**config.mk**
```make
export PLATFORM = sky130hd
export DESIGN_NAME = siggen
export DESIGN_NICKNAME = d
export VERILOG_FILES = /design/src/rtl/siggen_pkg.sv /design/src/rtl/siggen_lfsr.sv /design/src/rtl/siggen.sv
export SDC_FILE = /design/constraint.sdc
export NUM_CORES = 1
export LEC_CHECK = 0
export CAP_MARGIN = 40
export CORE_ASPECT_RATIO = 0.6
export CORE_MARGIN = 10
export CORE_UTILIZATION = 55
export DETAILED_ROUTE_END_ITERATION = 10
export DONT_BUFFER_PORTS = 1
export PLACE_DENSITY_LB_ADDON = 0.25
export SYNTH_ARGS = -nofsm -noshare
export SYNTH_HDL_FRONTEND = slang
export SYNTH_HIERARCHICAL = 1
export SYNTH_SLANG_ARGS = --single-unit
```
**constraint.sdc**
```tcl
create_clock -name clk -period 9.5 [get_ports clk]
set_clock_uncertainty 0.1 [all_clocks]
set_input_delay 0.95 -clock clk [delete_from_list [all_inputs] [get_ports clk]]
set_output_delay 0.95 -clock clk [all_outputs]
set_load 0.01 [all_outputs]
```
**src/rtl/siggen_pkg.sv**
```systemverilog
// siggen_pkg: shared types and constants for the siggen test-signal source.
// Holds the mode and state enumerations, the Galois LFSR tap mask, the
// default LFSR seed and the single-step LFSR helper used by siggen_lfsr.
package siggen_pkg;

    typedef enum logic [1:0] {
        CONST    = 2'd0,
        RAMP     = 2'd1,
        TRIANGLE = 2'd2,
        LFSR     = 2'd3
    } siggen_mode_e;

    typedef enum logic [1:0] {
        IDLE = 2'd0,
        RUN  = 2'd1,
        DONE = 2'd2
    } siggen_state_e;

    // x^32 + x^22 + x^2 + x + 1, right-shifting Galois form
    localparam logic [31:0] SIGGEN_LFSR_TAPS    = 32'h8020_0003;
    localparam logic [31:0] SIGGEN_DEFAULT_SEED = 32'hACE1_0001;

    // One Galois step: shift right, fold the tap mask in when a one drops out
    function automatic logic [31:0] siggen_lfsr_next(input logic [31:0] value);
        logic [31:0] shifted;
        shifted = value >> 1;
        if (value[0]) begin
            shifted = shifted ^ SIGGEN_LFSR_TAPS;
        end
        return shifted;
    endfunction

endpackage

```
**src/rtl/siggen_lfsr.sv**
```systemverilog
// siggen_lfsr: 32-bit Galois LFSR used by siggen for its pseudo-random mode.
// load restarts the sequence from seed; advance steps it once. load wins.
// Only instantiated when SIGGEN_LFSR_EN is defined.
module siggen_lfsr
    import siggen_pkg::*;
#(
    parameter logic [31:0] SEED = SIGGEN_DEFAULT_SEED
) (
    input  logic        clk,
    input  logic        reset,
    input  logic        load,
    input  logic        advance,
    input  logic [31:0] seed,
    output logic [31:0] value
);

    // LFSR register: reloaded at each run start, stepped once per emitted sample
    always_ff @(posedge clk or posedge reset) begin
        if (reset) begin
            value <= SEED;
        end else if (load) begin
            value <= seed;
        end else if (advance) begin
            value <= siggen_lfsr_next(value);
        end
    end

endmodule

```
**src/rtl/siggen.sv**
```systemverilog
// siggen: configurable signed test-signal source (CONST, RAMP, TRIANGLE, LFSR)
// with a programmable sample spacing and an optional sample-count limit.
// Configuration is captured when a run starts, so register writes made while
// running do not disturb the stream.
// Build option: define SIGGEN_LFSR_EN to compile in the LFSR mode; without it
// mode 3 behaves as CONST and no LFSR state exists.
module siggen
    import siggen_pkg::*;
#(
    parameter int          WIDTH = 32,
    parameter logic [31:0] SEED  = SIGGEN_DEFAULT_SEED
) (
    input  logic             clk,
    input  logic             reset,
    input  logic             enable,
    input  logic [1:0]       mode,
    input  logic [WIDTH-1:0] lo,
    input  logic [WIDTH-1:0] hi,
    input  logic [WIDTH-1:0] step,
    input  logic [15:0]      rate,
    input  logic [31:0]      limit,
    output logic [WIDTH-1:0] sig,
    output logic             sig_valid,
    output logic [31:0]      count,
    output logic             done
);

    // Two guard bits keep cur +/- step exact for any signed cur and unsigned step
    localparam int XW = WIDTH + 2;

    siggen_state_e      state_q, state_d;
    siggen_mode_e       mode_q, mode_d;
    logic [WIDTH-1:0]   lo_q, lo_d;
    logic [WIDTH-1:0]   hi_q, hi_d;
    logic [WIDTH-1:0]   step_q, step_d;
    logic [15:0]        rate_q, rate_d;
    logic [31:0]        limit_q, limit_d;
    logic [WIDTH-1:0]   cur_q, cur_d;
    logic               down_q, down_d;
    logic [15:0]        div_q, div_d;
    logic [WIDTH-1:0]   sig_d;
    logic               sig_valid_d;
    logic [31:0]        count_d;
    logic               done_d;

    logic               start;
    logic               emit;
    logic [WIDTH-1:0]   sample_value;
    logic [WIDTH-1:0]   cur_next;
    logic               down_next;
    siggen_mode_e       mode_in;

    logic signed [XW-1:0] cur_x;
    logic signed [XW-1:0] lo_x;
    logic signed [XW-1:0] hi_x;
    logic signed [XW-1:0] step_x;
    logic signed [XW-1:0] up_x;
    logic signed [XW-1:0] dn_x;
    logic                 degenerate;

    assign cur_x      = {{2{cur_q[WIDTH-1]}}, cur_q};
    assign lo_x       = {{2{lo_q[WIDTH-1]}}, lo_q};
    assign hi_x       = {{2{hi_q[WIDTH-1]}}, hi_q};
    assign step_x     = {2'b00, step_q};
    assign up_x       = cur_x + step_x;
    assign dn_x       = cur_x - step_x;
    assign degenerate = (step_q == '0) || (lo_x > hi_x);

`ifdef SIGGEN_LFSR_EN
    logic [31:0] lfsr_value;

    siggen_lfsr #(
        .SEED (SEED)
    ) u_lfsr (
        .clk     (clk),
        .reset   (reset),
        .load    (start),
        .advance (emit),
        .seed    (SEED),
        .value   (lfsr_value)
    );

    assign mode_in      = siggen_mode_e'(mode);
    assign sample_value = (mode_q == LFSR) ? lfsr_value[WIDTH-1:0] : cur_q;
`else
    logic seed_unused;

    assign seed_unused  = ^SEED;
    assign mode_in      = (siggen_mode_e'(mode) == LFSR) ? CONST : siggen_mode_e'(mode);
    assign sample_value = cur_q;
`endif

    // Next waveform value: ramp wraps to lo, triangle reflects off hi/lo with clamping
    always_comb begin
        cur_next  = lo_q;
        down_next = down_q;
        case (mode_q)
            RAMP: begin
                if (!degenerate) begin
                    cur_next = (up_x > hi_x) ? lo_q : up_x[WIDTH-1:0];
                end
            end
            TRIANGLE: begin
                if (!degenerate) begin
                    if (!down_q) begin
                        if (up_x > hi_x) begin
                            down_next = 1'b1;
                            cur_next  = (dn_x < lo_x) ? lo_q : dn_x[WIDTH-1:0];
                        end else begin
                            cur_next  = up_x[WIDTH-1:0];
                        end
                    end else begin
                        if (dn_x < lo_x) begin
                            down_next = 1'b0;
                            cur_next  = (up_x > hi_x) ? hi_q : up_x[WIDTH-1:0];
                        end else begin
                            cur_next  = dn_x[WIDTH-1:0];
                        end
                    end
                end
            end
            default: begin
                cur_next = lo_q;
            end
        endcase
    end

    // Control FSM: capture config on start, pace samples with the divider, stop at limit
    always_comb begin
        state_d     = state_q;
        mode_d      = mode_q;
        lo_d        = lo_q;
        hi_d        = hi_q;
        step_d      = step_q;
        rate_d      = rate_q;
        limit_d     = limit_q;
        cur_d       = cur_q;
        down_d      = down_q;
        div_d       = div_q;
        sig_d       = sig;
        sig_valid_d = 1'b0;
        count_d     = count;
        done_d      = done;
        start       = 1'b0;
        emit        = 1'b0;
        case (state_q)
            IDLE: begin
                if (enable) begin
                    start   = 1'b1;
                    state_d = RUN;
                    mode_d  = mode_in;
                    lo_d    = lo;
                    hi_d    = hi;
                    step_d  = step;
                    rate_d  = rate;
                    limit_d = limit;
                    cur_d   = lo;
                    down_d  = 1'b0;
                    div_d   = rate;
                    count_d = '0;
                    done_d  = 1'b0;
                end
            end
            RUN: begin
                if (!enable) begin
                    state_d = IDLE;
                end else if (div_q == rate_q) begin
                    emit        = 1'b1;
                    sig_d       = sample_value;
                    sig_valid_d = 1'b1;
                    div_d       = '0;
                    count_d     = (count == '1) ? count : count + 32'd1;
                    cur_d       = cur_next;
                    down_d      = down_next;
                    if ((limit_q != '0) && (count_d == limit_q)) begin
                        state_d = DONE;
                    end
                end else begin
                    div_d = div_q + 16'd1;
                end
            end
            DONE: begin
                done_d = 1'b1;
                if (!enable) begin
                    state_d = IDLE;
                end
            end
            default: begin
                state_d = IDLE;
            end
        endcase
    end

    // State, captured configuration and registered outputs
    always_ff @(posedge clk or posedge reset) begin
        if (reset) begin
            state_q   <= IDLE;
            mode_q    <= CONST;
            lo_q      <= '0;
            hi_q      <= '0;
            step_q    <= '0;
            rate_q    <= '0;
            limit_q   <= '0;
            cur_q     <= '0;
            down_q    <= 1'b0;
            div_q     <= '0;
            sig       <= '0;
            sig_valid <= 1'b0;
            count     <= '0;
            done      <= 1'b0;
        end else begin
            state_q   <= state_d;
            mode_q    <= mode_d;
            lo_q      <= lo_d;
            hi_q      <= hi_d;
            step_q    <= step_d;
            rate_q    <= rate_d;
            limit_q   <= limit_d;
            cur_q     <= cur_d;
            down_q    <= down_d;
            div_q     <= div_d;
            sig       <= sig_d;
            sig_valid <= sig_valid_d;
            count     <= count_d;
            done      <= done_d;
        end
    end

endmodule

```
; ---- Word-level counts from Yosys, hierarchy flattened
; Cells that the tools add are included.
[word_totals]
ff_bits = 263
output_inout_bits = 66
[op_classes]
add_sub_neg = 4
magnitude_cmp = 3
n_eq_ne = 16
mux = 42
reduce_logical = 14
[ops]
columns = op, n
row1 = two-way mux 32 bit, 15
row2 = case mux 32 bit (2 select lines), 3
row3 = two-way mux 16 bit, 3
row4 = adder 32 x 33 -> 34 bit, 1
row5 = greater-than comparator 34 x 32 -> 1 bit, 1
row6 = less-than comparator 34 x 32 -> 1 bit, 1
row7 = subtractor 32 x 33 -> 34 bit, 1
row8 = "adder 32 x 1 -> 32 bit, second input constant", 1
row9 = equality test 32 bit, 1
row10 = "equality test 32 bit, second input constant", 1
row11 = greater-than comparator 32 bit, 1
row12 = zero test 32 bit, 1
row13 = case mux 16 bit (2 select lines), 1
row14 = nonzero test 32 bit, 1
row15 = "adder 16 x 1 -> 16 bit, second input constant", 1
row16 = equality test 16 bit, 1
row17 = two-way mux 2 bit, 6
row18 = two-way mux 1 bit, 11
row19 = "!= test 2 bit, second input constant", 5
row20 = AND reduction 4 bit, 2
row21 = "equality test 2 bit, second input constant", 3
row22 = "!= test 3 bit, second input constant", 2
row23 = case mux 2 bit (3 select lines), 1
row24 = AND reduction 3 bit, 2
row25 = 9 further kinds, 13

; ---- Logic depth before layout (Yosys ltp)
[depth]
ltp_word = 10
depth_mapped = 26
mapped_depth_nobuf = 24

; ---- Worst setup path after synthesis
; OpenSTA, ideal clock, no wires.
[synth_path]
path_kind = register -> register
start = register step_q[9]
end = register cur_q[0]
setup_ns = 0.126
t_arrival_ns = 5.401
required_time_ns = 9.274
setup_slack_ns = 3.874
path_stages_with_launch = 26
path_cell_list = dfrtp_1 -> inv_1 -> ha_1 -> buf_2 -> or3_1 -> or3_1 -> o211ai_2 -> o211ai_1 -> a31oi_2 -> a221oi_2 -> o31ai_2 -> nand2b_1 -> a21oi_1 -> xnor2_1 -> ha_1 -> nand4_1 -> nor4_1 -> o21a_1 -> a221o_1 -> o21a_1 -> clkbuf_1 -> buf_1 -> o21ai_0 -> a311oi_1 -> a2bb2oi_1 -> a21oi_1
[synth_via]
elab_chain_cells = 10
word_cells_on_any_way = 18
classes_between = add/sub (2) / order compare (2) / mux (12) / reduce/logical (2)
[synth_lines]
columns = element, line
row1 = from (decl), siggen.sv:35  ; logic [WIDTH-1:0] step_q, step_d;
row2 = from (signal assigned), siggen.sv:216  ; step_q <= step_d;
row3 = subtractor 32 x 33 -> 34 bit or adder 32 x 33 -> 34 bit (tied branches), "siggen.sv:66, siggen.sv:65"
row4 = less-than comparator 34 x 32 -> 1 bit or greater-than comparator 34 x 32 -> 1 bit (tied branches), --
row5 = two-way mux 32 bit (on tied branches), "siggen.sv:108, siggen.sv:115"
row6 = two-way mux 32 bit (on tied branches), "siggen.sv:106, siggen.sv:113"
row7 = two-way mux 32 bit, siggen.sv:105  ; if (!down_q) begin
row8 = two-way mux 32 bit, siggen.sv:104  ; if (!degenerate) begin
row9 = case mux 32 bit (2 select lines) *, siggen.sv:97  ; case (mode_q)
row10 = two-way mux 32 bit *, siggen.sv:167  ; end else if (div_q == rate_q) begin
row11 = two-way mux 32 bit *, siggen.sv:165  ; if (!enable) begin
row12 = case mux 32 bit (2 select lines) *, siggen.sv:146  ; case (state_q)
row13 = to (signal assigned), siggen.sv:219  ; cur_q <= cur_d;
row14 = to (decl), siggen.sv:38  ; logic [WIDTH-1:0] cur_q, cur_d;
; Mark *: on every way between the ends. The rest lies on a longest branch, timed or not. The select of a mux whose other input is x is not followed.
; A chain may end at the register's enable or synchronous reset.

; ---- Worst setup path in the final report
[layout_path]
start = register step_q[1]
end = register cur_q[10]
; The elaborated chain is that of the path after synthesis.

==> results.tsv <==
stage	metric	value	unit
run_status	outcome	completed	
setup_path	cell chain of the critical path	inv_1 > ha_1 > nand2b_1 > a221oi_1 > o21ai_0 > nor4_1 > o21ai_0 > a211o_1 > a32oi_1 > a21oi_1 > xnor2_1 > ha_1 > nand4_1 > nor4_1 > o21a_1 > a221o_1 > o21a_1 > buf_16 > nor2_1 > o21ai_2 > buf_4 > a221o_1 > a2bb2oi_1	
sta	fmax	127	MHz
sta	final slew viol count	0	
setup_path	Critical Path Stages	23	
yosys	syn nets	2796	
sta	Slew HR	0.266	
finish	multi-input combinational cell area	12100	µm²
yosys	Cells after Synth	2477	
setup_path	crit path from	step_q[1]	
floorplan	Initial Utilization	0.561	
clock_tree	clk slew on worst S/H paths	0.07	ns
setup_path	Critical Path AT	8.26	ns
yosys	cell area after synthesis	19800	µm²
yosys	mux contribution to synthesized area	0.00411	
placed_design	GP Congestion	1.03	
floorplan	Die Span X	265	µm
floorplan	core area	35300	µm²
clock_tree	CTS sink cnt	263	
drt	via count	19800	
floorplan	die area	44300	µm²
global_routing	GRT Overall Usage	0.345	
setup_path	WS Path Type	reg -> reg	
clock_tree	CTS Buf Count	27	
drt	Antenna Nets Post-Route	0	
drt	drt pass-1 iters	9	
global_routing	vias in the first global route	18500	
sta	final worst path period need	7.85	ns
yosys	top cells by area, synth	dfrtp_1 33%, ha_1 11%, nand2_1 8.3%	
yosys	syn_area_per_cell	8.00	µm²
setup_path	Max stage delay cell, worst path	nor4_1	
sta	Final Cycle Share	0.827	
floorplan	Die Y-Extent	167	µm
drt	DR WL/cell	27.3	µm
yosys	post-synthesis xor/xnor area fraction	0.0553	
global_routing	first-pass GRT wire length	119	mm
floorplan	Core Rows	53	
global_routing	grt total ovfl	0	
yosys	register area share after synthesis	0.332	
sta	RSZ-0062 raised after global routing	false	
setup_path	Reg2Reg Depth	23	
yosys	Synth cell types	87	
sta	Setup-failing EPs final	0	
sta	Final Hold Fails	0	
yosys	ys async rst share	1.00	
yosys	Main synth FF type	dfrtp_1	
clock_tree	Hold-fix buffers, CTS	0	
global_routing	largest net degree at the start of global routing	195	
clock_tree	CTS tree	done	
setup_path	CP bufs+invs	3	
yosys	number of synthesized register bits	263	
finish	area grow syn2layout	6.56	%
power_and_ir_drop	Cell Pwr Density	259	nW/µm²
power_and_ir_drop	Leakage	9.37	nW
drt	Starting DRT DRC Count	3214	
drt	# DRC	0	
finish	area occupied by registers	6580	µm²
drt	Total Wirelength	79.1	mm
yosys	number of flops mapped to enable cells by yosys	0	
global_routing	initial antenna violation count	3	
yosys	YS warnings	6	
finish	NumNets Final	2723	
setup_path	worst r2r src	step_q[1]	
setup_path	delay-heaviest family, CP	compound AO/OA/AOI/OAI gates	
drt	vias per std cell	6.85	
finish	fraction of layout cells with a size suffix above 1	0.0446	
setup_path	CP endpoint kind	flop	
floorplan	# IOs	215	
placed_design	Detailed Place HPWL	59.5	mm
sta	Final TNS setup	0	ns
clock_tree	Max clock buf depth	3	
clock_tree	CTS H-Tree Depth	1	
yosys	top-count cell post-synth	nand2_1	
setup_path	element type at the critical path start	flop	
finish	fillcell total	3168	
yosys	Commonest cells post-synth	437 x nand2_1, 264 x o21ai_0, 263 x dfrtp_1	
clock_tree	cts repair resizes	0	
yosys	main combinational cell family by area after synthesis	compound AO/OA/AOI/OAI gates	
yosys	Yosys top cell area share	0.332	
clock_tree	Root Buffer	clkbuf_16	
flow_run	max cap viols	0	
finish	post-layout util	0.598	
yosys	post-synth top area cell	dfrtp_1	
setup_path	Req. time, crit path	9.91	ns
placed_design	PortBufs	0	
setup_path	critical-path maximum fanout	17	
yosys	Simple-Gate Fraction of Synth Area	0.209	
yosys	area share of fa/ha/maj cells after synthesis	0.108	
clock_tree	Clock Latency Late Sink	0.58	ns
sta	Slew @ Worst Pin	1.10	ns
power_and_ir_drop	Peak VDD IR	0.244	mV
setup_path	slowest stage delay, CP	0.79	ns
min_path	HP Class	in -> async	
clock_tree	# Post-CTS Setup Buffers	0	
yosys	compound-gate portion of the synthesized area	0.233	
## sequential cells by signal, indices dropped and copies added, names as in the netlist, 16 cells and up
name	flops
step_q	32
limit_q	32
cur_q	32
sig	32
hi_q	32
count	32
div_q	16
lo_q	32
rate_q	16
## layer usage
metal	vias to the layer above	wire length [µm]	GRT usage
met3	154	11900	0.123
met5	-	0	0
met1	9580	35300	0.524
met4	0	1770	0.0670
li1	8699	-	-
met2	1375	30200	0.453
## cell type report
type                            instances  share of cell area
Timing Repair Buffer                   31              0.0137
Clock inverter                          8             0.00474
Antenna cell                            1            0.000119
Multi-Input combinational cell       1913               0.574
Inverter                              168              0.0302
Tap cell                              467              0.0277
Clock buffer                           41              0.0378
Sequential cell                       263               0.312
## path summary, 6_finish.rpt
kind / to / slack (ns)
max: cur_q[10] / 1.65
min: cur_q[17] / 0.22
max reg2reg: cur_q[10] / 1.65
min reg2reg: rate_q[13] / 0.40
max in group asynchronous: sig[8] / 7.61
min in group clk: limit_q[20] / 0.37
## kinds of logic after synthesis
| group | count (synthesis) |
|---|---|
| and+or+nand+nor | 884 |
| muxes | 8 |
| adders and majority gates | 170 |
| buffers and inverters | 301 |
| DFF | 263 |
| xor gates and xnor gates | 125 |
| AOI/OAI and AO/OA | 726 |
## through the flow
step | setup slack, ns | hold slack [ns] | instance area, µm² | power (mW) | cells
after floorplan | 1.21 | 0.365 | 19800 | 3.16 | 2477
after global placement | 1.98 | 0.378 | 20100 | 4.10 | 2835
after detailed placement | 2.06 | 0.383 | 20200 | 4.17 | 2841
after CTS | 2.02 | 0.278 | 21100 | 5.30 | 2890
after global routing | 1.46 | 0.286 | 21100 | 5.71 | 2891
final | 1.65 | 0.220 | 21100 | 5.46 | 2892
## power by group
group          internal (mW)  switching (mW)
Clock                  0.633           0.490
Combinational          0.960            2.00
Sequential              1.23           0.146
## cell usage in the layout (no fill, tap or decap), drive strengths merged, types with 26 or more instances in the layout
master and count:
inv 167, xor2 41, o21ai 267, nand2 437, o221ai 26, dfrtp 263
xnor2 84, clkbuf 42, ha 168, a21oi 145, nor2 129, a221oi 30
buf 30, nor4 37, or3 39, nand3 59, nor3 35, a21o 32
nand4 35
Power figures use the tool's default switching activity.
